==> src/rtl/alu_top.sv <==
// Registered 16-bit ALU: arithmetic, logic, compare and shift units.
// Unit flags are combinational; results carry one cycle of latency.
module alu_top #(
    parameter int WIDTH = 16
) (
    input  logic             CLK,
    input  logic             RST,
    input  logic [WIDTH-1:0] A,
    input  logic [WIDTH-1:0] B,
    input  logic [3:0]       ALU_FUN,
    output logic [WIDTH-1:0] Arith_OUT,
    output logic             carry_OUT,
    output logic             Arith_flag,
    output logic [WIDTH-1:0] Logic_OUT,
    output logic             Logic_flag,
    output logic             CMP_OUT,
    output logic             CMP_flag,
    output logic [WIDTH-1:0] SHIFT_OUT,
    output logic             SHIFT_flag
);

    localparam logic [1:0] OP_0 = 2'b00;
    localparam logic [1:0] OP_1 = 2'b01;
    localparam logic [1:0] OP_2 = 2'b10;
    localparam logic [1:0] OP_3 = 2'b11;

    logic [1:0]         op;
    logic [WIDTH:0]     sum;
    logic [2*WIDTH-1:0] prod;
    logic [WIDTH-1:0]   quot;

    logic [WIDTH-1:0] arith_d;
    logic             carry_d;
    logic [WIDTH-1:0] logic_d;
    logic             cmp_d;
    logic [WIDTH-1:0] shift_d;

    assign op   = ALU_FUN[1:0];
    assign sum  = {1'b0, A} + {1'b0, B};
    assign prod = {{WIDTH{1'b0}}, A} * {{WIDTH{1'b0}}, B};
    assign quot = (B == '0) ? '1 : A / B;

    // An unknown unit field matches no arm, so every flag stays low.
    always_comb begin
        Arith_flag = 1'b0;
        Logic_flag = 1'b0;
        CMP_flag   = 1'b0;
        SHIFT_flag = 1'b0;
        unique case (1'b1)
            (ALU_FUN[3:2] == 2'b00): Arith_flag = 1'b1;
            (ALU_FUN[3:2] == 2'b01): Logic_flag = 1'b1;
            (ALU_FUN[3:2] == 2'b10): CMP_flag   = 1'b1;
            (ALU_FUN[3:2] == 2'b11): SHIFT_flag = 1'b1;
            default: ;
        endcase
    end

    always_comb begin
        arith_d = '0;
        carry_d = 1'b0;
        if (Arith_flag) begin
            case (op)
                OP_0: {carry_d, arith_d} = sum;
                OP_1: begin
                    arith_d = A - B;
                    carry_d = (A < B);
                end
                OP_2: begin
                    arith_d = prod[WIDTH-1:0];
                    carry_d = |prod[2*WIDTH-1:WIDTH];
                end
                OP_3: arith_d = quot;
                default: ;
            endcase
        end
    end

    always_comb begin
        logic_d = '0;
        if (Logic_flag) begin
            case (op)
                OP_0: logic_d = A & B;
                OP_1: logic_d = A | B;
                OP_2: logic_d = ~(A & B);
                OP_3: logic_d = ~(A | B);
                default: ;
            endcase
        end
    end

    always_comb begin
        cmp_d = 1'b0;
        if (CMP_flag) begin
            case (op)
                OP_0: cmp_d = 1'b0;
                OP_1: cmp_d = (A == B);
                OP_2: cmp_d = (A > B);
                OP_3: cmp_d = (A < B);
                default: ;
            endcase
        end
    end

    always_comb begin
        shift_d = '0;
        if (SHIFT_flag) begin
            case (op)
                OP_0: shift_d = {1'b0, A[WIDTH-1:1]};
                OP_1: shift_d = {A[WIDTH-2:0], 1'b0};
                OP_2: shift_d = {1'b0, B[WIDTH-1:1]};
                OP_3: shift_d = {B[WIDTH-2:0], 1'b0};
                default: ;
            endcase
        end
    end

    always_ff @(posedge CLK or negedge RST) begin
        if (!RST) begin
            Arith_OUT <= '0;
            carry_OUT <= 1'b0;
            Logic_OUT <= '0;
            CMP_OUT   <= 1'b0;
            SHIFT_OUT <= '0;
        end else begin
            Arith_OUT <= arith_d;
            carry_OUT <= carry_d;
            Logic_OUT <= logic_d;
            CMP_OUT   <= cmp_d;
            SHIFT_OUT <= shift_d;
        end
    end

endmodule

==> config.mk <==
export PLATFORM = sky130hd
export DESIGN_NAME = alu_top
export DESIGN_NICKNAME = d
export VERILOG_FILES = /design/src/rtl/alu_top.sv
export SDC_FILE = /design/constraint.sdc
export NUM_CORES = 1
export LEC_CHECK = 0
export CAP_MARGIN = 20
export CELL_PAD_IN_SITES_DETAIL_PLACEMENT = 0
export CELL_PAD_IN_SITES_GLOBAL_PLACEMENT = 2
export CORE_MARGIN = 2
export CORE_UTILIZATION = 39
export DETAILED_ROUTE_END_ITERATION = 10
export PLACE_DENSITY_LB_ADDON = 0.1
export SYNTH_ARGS = -nofsm -noshare
export SYNTH_HDL_FRONTEND = slang
export SYNTH_SLANG_ARGS = --single-unit
==> constraint.sdc <==
create_clock -name CLK -period 1.4 [get_ports CLK]
set_clock_uncertainty 0.15 [all_clocks]
set_input_delay 0.28 -clock CLK [delete_from_list [all_inputs] [get_ports CLK]]
set_output_delay 0.28 -clock CLK [all_outputs]
set_load 0.01 [all_outputs]
After elaboration in Yosys (flattened, before gate mapping)
Index checks and enable logic that the tools add are counted.

operators by class
  add/sub/neg operators = 2
  multipliers = 1
  div/mod/pow operators = 1
  magnitude comparators = 2
  equal/unequal tests = 7
  multiplexer cells = 15
  bitwise gates (word level) = 4
  reduce and logical (&&, ||, !) cells = 4

operator list
  operator              number
  $pmux W16 S4          3
  $mux W16              4
  $mul A16 B16 Y32      1
  $not A16 Y16          2
  $add A16 B16 Y17      1
  $and A16 B16 Y16      1
  $div A16 B16 Y16      1
  $eq A16 B16 Y1        1
  $gt A16 B16 Y1        1
  $logic_not A16 Y1     1
  $lt A16 B16 Y1        1
  $or A16 B16 Y16       1
  $reduce_or A16 Y1     1
  $sub A16 B16 Y16      1
  $eq A2 B2 Y1 const B  4
  $mux W1               6
  $eq A2 B1 Y1 const B  2
  $logic_not A2 Y1      2
  $pmux W1 S4           1
  $pmux W1 S3           1

storage, ports and cells
  flip-flop bits (word level) = 50
  bits of input ports = 38
  output and inout bits = 54
  logic and storage cells = 41

Logic depth before layout (Yosys ltp)
Gate-level depths: netlist of run 1.

  depth in word-level cells = 4
  gate-level depth with buffers = 132
  gate-level depth less buffers = 119

Worst setup path after synthesis of run 1
OpenSTA, ideal clock, no wires.

  path kind = in2reg
  from = in B[0]
  to = reg Arith_OUT[0]
  data arrival time = 25.532 ns
  required time = 1.121 ns
  slack = -24.411 ns
  cell stages on the path = 119
  buffers on the path = 11
  cells stage by stage = clkbuf_1 -> clkinv_1 -> ha_1 -> a31oi_1 -> a21oi_1 -> ha_1 -> a21oi_1 -> or2_2 -> o32ai_1 -> or2_2 -> ha_1 -> o211a_1 -> o31a_1 -> and3_1 -> buf_2 -> mux2_2 -> ha_1 -> o21ai_0 -> (+83 left out) -> o31ai_1 -> a211oi_1 -> or4_1 -> a41o_1 -> clkbuf_1 -> clkbuf_1 -> nor2_1 -> a21oi_1 -> ha_1 -> a21boi_0 -> o21a_1 -> o21a_1 -> o21a_1 -> o21ai_0 -> nand2b_1 -> a21oi_1 -> o211a_1 -> o21ai_0

on the way
  longest elaborated chain between the ends = 4
  elaborated cells on any way between the ends = 8
  classes of those cells = add/sub (2); mul (1); div (1); mux (3); reduce/logical (1)

ends and longest elaborated chain
  element                                                line  RTL
  start: declaration                                     9     input logic [WIDTH-1:0] B,
  $div A16 B16 Y16 or $logic_not A16 Y1 (tied branches)  41    assign quot = (B == '0) ? '1 : A / B;
  $mux W16                                               41
  $pmux W16 S4 *                                         62    case (op)
  $mux W16 *                                             61    if (Arith_flag) begin
  named net arith_d[0]                                   32    logic [WIDTH-1:0] arith_d;
  end signal: assignment                                 125   Arith_OUT <= arith_d;
  end: declaration                                       11    output logic [WIDTH-1:0] Arith_OUT,

The timed path passes the listed nets; every way through them passes the cells marked *.

Final worst setup path of run 1
  from = in B[8]
  to = reg Arith_OUT[0]

on the way
  longest elaborated chain between the ends = 4
  elaborated cells on any way between the ends = 5
  classes of those cells = div (1); mux (3); reduce/logical (1)

ends and longest elaborated chain
  element                                                line
  $div A16 B16 Y16 or $logic_not A16 Y1 (tied branches)  41
  $mux W16 *                                             41
  $pmux W16 S4 *                                         62
  $mux W16 *                                             61
  named net arith_d[0]                                   32

Marked as above.

==> results.ini, run 1 <==
[critical_path]
crit_path_max_incr_delay_ns = 0.45
critPathMaxFanout = 7
start_kind = primary input
worstPathArrival_ns = 23.58
crit_top_cell = ha_4
crit_slowest_cell = a2111oi_4
crit_start = B[8]
path_buf_inv = 15
cp-end-kind = register
crit_type = primary input to register
cp_top_family = compound AO/OA/AOI/OAI gates
cp.required_ns = 1.45

[synth]
yosysSeqAreaShare = 0.0635
yosys_warnings = 0
ys_ff_latch = 50
synth.top_cell.area_share = 0.199
yosys-top-cells-area = fa_1, ha_1, dfrtp_1
synthTopCellsByCount = inv_1, nor2_1, ha_1, nand2_1, fa_1
syn_nets = 3031
synthArstFlopShare = 1.00
avgSynthCellArea_um2 = 7.86
synth.most_common_cell = inv_1
synth_edf_count = 0
synthFlopType = dfrtp_1
yosys.area.top_type = fa_1
ys_types = 96
synth_cells = 2506
syn_area_mm2 = 0.0197

[cells_and_area]
fillCellCount = 4290
fin_area_mm2 = 0.0330
final_cell_count_no_fill = 4143
final_util = 0.661
syn_to_final_growth_pct = 67.8
nets = 3994
drive_above_1_share = 0.451

[placement]
placed_area_mm2 = 0.0277
io_buffers = 91
hpwl_um = 68700
dp_cells = 3919
place.gp.congestion = 0.972

[pwr]
ir_drop_v = 0.00432
p_per_area_mw_per_mm2 = 1890
leakage_nw = 16.2

[sta]
max_freq_mhz = 42.5
finalSetupTns_ns = -187.53
setup_viol = 42
finalWorstSetupSlack_ns = -22.14
drv_slew = 0
timing.final.crit_share = 16.8
tightestPinTransition_ns = 0.618
rsz0062_at_grt = yes
period_minus_slack_ns = 23.54
fin_hold_ws_ns = 0.280
hold_viol = 0
slew_headroom = 0.588

[global_routing]
grt_start_max_net_pins = 51
grt_pass1_vias = 23000
track_usage = 0.333
grt_pass1_wl_um = 134000
grt_overflow = 0
antenna_found_initial = 0

[status]
outcome = finished, violations left
violations = setup timing

[worst_hold_path]
hold_class = primary input to register
hp-start = ALU_FUN[2]
hold_depth = 4
hold_path_end = CMP_OUT$_DFF_PN0_

[clock_network]
cts_tree = yes
root_buffer = clkbuf_16
clkSlewWorstSetupHoldPaths_ns = 0.07
htree_levels = 2
cts-root-to-sink-buffers = 2
numCtsBuffers = 5
clkSinkCount = 50

[drt]
drtAntennaViolNets = 0
first_pass_iters = 6
drt-total-wl_um = 90400
wl_per_cell_um = 21.8
drtIter0Drc = 1472
via_per_inst = 5.51
drc = 0
num_vias = 22800

[floorplanning]
core_mm2 = 0.0500
std_cell_rows = 82
initial_core_util = 0.394
die_w_um = 229
pin_count = 92
dieHeight_um = 229
die-area_mm2 = 0.0523

[flow_run]
maxCapViolCount = 0

-- worst max-delay path by stage --
stage / to / cells after the start
2_1_floorplan: Arith_OUT[0]$_DFF_PN0_ / 123
4_1_cts: Arith_OUT[0]$_DFF_PN0_ / 118
6_report: Arith_OUT[0]$_DFF_PN0_ / 119
5_1_grt: Arith_OUT[0]$_DFF_PN0_ / 122
3_3_place_gp: Arith_OUT[0]$_DFF_PN0_ / 112
3_5_place_dp: Arith_OUT[0]$_DFF_PN0_ / 113
-- what timing repair did --
action / 4_1_cts / 5_1_grt
endpoints found under the setup margin: 104 / 92
gates resized for setup: 583 / 411
pin swaps: 176 / 213
hold buffers: 1 / 0
endpoints found under the hold margin: 50 / 0
cloned: 7 / 2
setup buffers: 129 / 97
-- area by class of cell --
type	instances	area, µm²	share of cell area
Tap cell	672	841	0.0254
Clock buffer	5	125	0.00379
Clock inverter	3	47.5	0.00144
Sequential cell	50	1250	0.0379
Antenna cell	1	2.50	0.0000757
Inverter	324	1360	0.0410
Timing Repair Buffer	1066	9530	0.288
Multi-Input combinational cell	2022	19900	0.602
-- where the power goes --
part	leakage (nW)	total, W	switching, W	internal, W
clock	0.0848	0.00151	0.000651	0.000859
sequential	0.674	0.00162	0.0000662	0.00156
combinational	15.4	0.0593	0.0298	0.0295
-- through the flow --
step / setup WS (ns) / power (W)
finish: -22.14 / 0.0624
floorplan: -21.86 / 0.0280
global route: -23.07 / 0.0675
global placement: -23.16 / 0.0481
detailed placement: -23.72 / 0.0486
CTS: -21.61 / 0.0556
-- flip-flops by register name (all words and copies together), names as in the netlist --
| name | cells |
|---|---|
| carry_OUT | 1 |
| SHIFT_OUT | 16 |
| Logic_OUT | 16 |
| CMP_OUT | 1 |
| Arith_OUT | 16 |
-- cell families after synthesis --
family | after synthesis | synth area share
and+or+nand+nor | 786 | 0.184
buffers and inverters | 435 | 0.0844
adders and majority gates | 487 | 0.384
DFF | 50 | 0.0635
muxes | 43 | 0.0300
AOI/OAI and AO/OA | 591 | 0.203
xor gates and xnor gates | 114 | 0.0507
-- per-layer routing --
metal  track usage  vias up  routed length [µm]
met2         0.563      757               42900
met4         0.109        0                3630
met5             0        -                   0
li1              -    10600                   -
met3        0.0428      182                5560
met1         0.440    11300               38200
-- cells in the final DEF, fill, tap and decap left out, types with 13 or more instances in the layout --
master,count
a21oi_2,38
dfrtp_1,50
nor2_1,259
nand2_2,15
ha_4,65
inv_2,29
dlymetal6s2s_1,39
o21ai_2,28
nand3_1,33
buf_12,48
ha_2,15
fa_1,189
xnor2_1,72
xor2_1,37
a211oi_1,15
a21oi_1,94
and2_1,13
inv_1,269
a211oi_2,18
o21a_1,41
and2_4,14
nand2_1,183
buf_8,30
nor2_4,18
nand2b_1,21
or3_1,14
buf_4,818
nor3_1,46
o21ai_1,18
a21o_1,37
nand4_1,14
o211ai_1,28
o21ai_0,69
buf_6,83
nor2_2,26
ha_1,211
buf_2,15
a31oi_1,17
Note: power is estimated with default switching activity, not from simulation.
==> run 2, diff against run 1 <==
--- a/config.mk
+++ b/config.mk
@@ -9,7 +9,7 @@
 export CELL_PAD_IN_SITES_DETAIL_PLACEMENT = 0
 export CELL_PAD_IN_SITES_GLOBAL_PLACEMENT = 2
 export CORE_MARGIN = 2
-export CORE_UTILIZATION = 39
+export CORE_UTILIZATION = 42
 export DETAILED_ROUTE_END_ITERATION = 10
 export PLACE_DENSITY_LB_ADDON = 0.1
 export SYNTH_ARGS = -nofsm -noshare
==> constraint.sdc (replaced) <==
create_clock -name CLK -period 28.1 [get_ports CLK]
set_clock_uncertainty 0.15 [all_clocks]
set_input_delay 5.62 -clock CLK [delete_from_list [all_inputs] [get_ports CLK]]
set_output_delay 5.62 -clock CLK [all_outputs]
set_load 0.01 [all_outputs]
==> run 2 against run 1 <==
Effect of this change:
- the run still ends with setup timing left
- die area shrank 7.0%
- core utilization down 8.4 points
- critical path depth shrank 2
- sequential share of layout area rose by 0.88 points
- setup slack gained 22 ns
- global-route usage grew 2.5 points
- final area fell by 19%
- worst hold slack better by 5.0 ns
- clock-buffer cell count did not move
- non-clock buffer count down 411
- final cell count decreased by 11%
- power down 97%
==> results.ini, run 2 (synthesized netlist as in run 1, its figures left out) <==
[status]
outcome = finished, violations left
violations = setup timing

[critical_path]
start_kind = primary input
crit_path_max_incr_delay_ns = 0.58  ; +0.13 ns
cp-end-kind = register
crit_top_cell = buf_4
critPathMaxFanout = 5  ; -2
worstPathArrival_ns = 28.54  ; +4.96 ns
crit_slowest_cell = or4_4
crit_type = primary input to register
cp.required_ns = 28.15  ; +26.70 ns

[global_routing]
antenna_found_initial = 6  ; +6
track_usage = 0.358  ; +0.0251
grt_pass1_wl_um = 129000  ; -3.7%
grt_start_max_net_pins = 79  ; +55%
grt_overflow = 0  ; unchanged
grt_pass1_vias = 21600  ; -6.3%

[floorplanning]
core_mm2 = 0.0465  ; -7.0%
initial_core_util = 0.424  ; +0.0298
pin_count = 92  ; unchanged
std_cell_rows = 79  ; -3.7%
die_w_um = 221  ; -3.6%
dieHeight_um = 221  ; -3.6%
die-area_mm2 = 0.0486  ; -7.0%

[cells_and_area]
nets = 3583  ; -10%
final_util = 0.578  ; -0.0836
drive_above_1_share = 0.277  ; -0.174
final_common_cell = buf_4
mostFrequentLayoutCells = buf_4, inv_1, nor2_1, ha_1, nand2_1
syn_to_final_growth_pct = 36.3
reg_top3 = Arith_OUT (16), Logic_OUT (16), SHIFT_OUT (16)

[worst_hold_path]
hold_class = primary input to asynchronous set/reset pin

[placement]
hpwl_um = 66800  ; -2.8%
preCtsSetupSlack_ns = -1.96  ; +21.76 ns
io_buffers = 91  ; unchanged
place.gp.congestion = 0.949  ; -2.5%

[clock_network]
cts_tree = yes
root_buffer = clkbuf_16
clkSlewWorstSetupHoldPaths_ns = 0.07  ; about the same
cts-root-to-sink-buffers = 2  ; unchanged
numCtsBuffers = 5  ; unchanged
clkSinkCount = 50  ; unchanged
hold_buffers = 0  ; -1
htree_levels = 2  ; unchanged

[drt]
drc = 0  ; unchanged
first_pass_iters = 5  ; -1
drt-total-wl_um = 87100  ; -3.6%
drtIter0Drc = 1792  ; +22%
wl_per_cell_um = 23.8  ; +8.9%
num_vias = 21300  ; -6.8%
via_per_inst = 5.81  ; +5.3%
drtAntennaViolNets = 0  ; unchanged

[sta]
period_minus_slack_ns = 28.49
finalSetupTns_ns = -0.387  ; +187.14 ns
slew_headroom = 0.284  ; -0.304
hold_viol = 0  ; unchanged
fin_hold_ws_ns = 5.30  ; +5.02 ns
finalWorstSetupSlack_ns = -0.387  ; +21.75 ns
max_freq_mhz = 35.1
setup_viol = 1  ; -98%
timing.final.crit_share = 1.01
tightestPinTransition_ns = 1.07  ; +0.452 ns
drv_slew = 0  ; unchanged
rsz0062_at_grt = yes

[pwr]
total_power_w = 0.00197  ; -97%
leakage_nw = 12.8  ; -21%
p_per_area_mw_per_mm2 = 73.5  ; -96%
ir_drop_v = 0.000312  ; -93%

[flow_run]
maxCapViolCount = 0  ; unchanged

run 2: final cells by class:
| cell class | count | area (µm²) |
|---|---|---|
| clock inverters | 3 | 40.0 |
| clock buffers | 5 | 125 |
| flip-flops and latches | 50 | 1250 |
| multi-input cells | 2022 | 18200 |
| well taps | 607 | 759 |
| fillers | 4349 | 19600 |
| diodes | 1 | 2.50 |
| inverters | 324 | 1220 |
| repair buffers | 655 | 5190 |
run 2: worst max-delay path by stage:
stage,from,end,slack [ns],cells past startpoint
6_report,B[10],Arith_OUT[0]$_DFF_PN0_,-0.39,117
3_5_place_dp,B[10],Arith_OUT[0]$_DFF_PN0_,-1.96,117
5_1_grt,B[13],Arith_OUT[0]$_DFF_PN0_,-1.34,119
4_1_cts,B[15],Arith_OUT[0]$_DFF_PN0_,-0.40,112
3_3_place_gp,B[10],Arith_OUT[0]$_DFF_PN0_,-1.58,116
2_1_floorplan,B[14],Arith_OUT[0]$_DFF_PN0_,-0.51,123
run 2: layer usage:
layer	vias up	wire length (µm)	track usage
li1	9726	-	-
met1	10400	35900	0.468
met2	913	40200	0.590
met3	229	7050	0.0599
met4	6	3910	0.142
met5	-	50	0
run 2: report_power, final:
part | internal [W] | switching (W) | total [W]
clock network | 0.0000419 | 0.0000338 | 0.0000757
registers | 0.0000779 | 0.00000422 | 0.0000821
logic | 0.000761 | 0.00105 | 0.00181
total | 0.000881 | 0.00109 | 0.00197
run 2: worst max-delay path: cells and delay by family:
| family | cells | cell delay, ns |
|---|---|---|
| and+or+nand+nor | 28 | 5.48 |
| buffers and inverters | 16 | 2.55 |
| AOI/OAI and AO/OA | 56 | 10.20 |
| muxes | 2 | 0.63 |
| adders and majority gates | 15 | 3.99 |
run 2: metrics by stage:
stage          instance area (µm²)  std cells
5_1_grt                      26800       3666
3_3_place_gp                 25200       3573
3_5_place_dp                 25200       3574
4_1_cts                      26300       3649
2_1_floorplan                20500       2506
6_report                     26800       3667
run 2: timing repair:
item / in CTS / in global routing
buffers inserted: 65 / 16
pin swaps: 103 / 64
setup endpoints to repair: 2 / 2
cloned: 2 / 1
resized for setup: 119 / 64
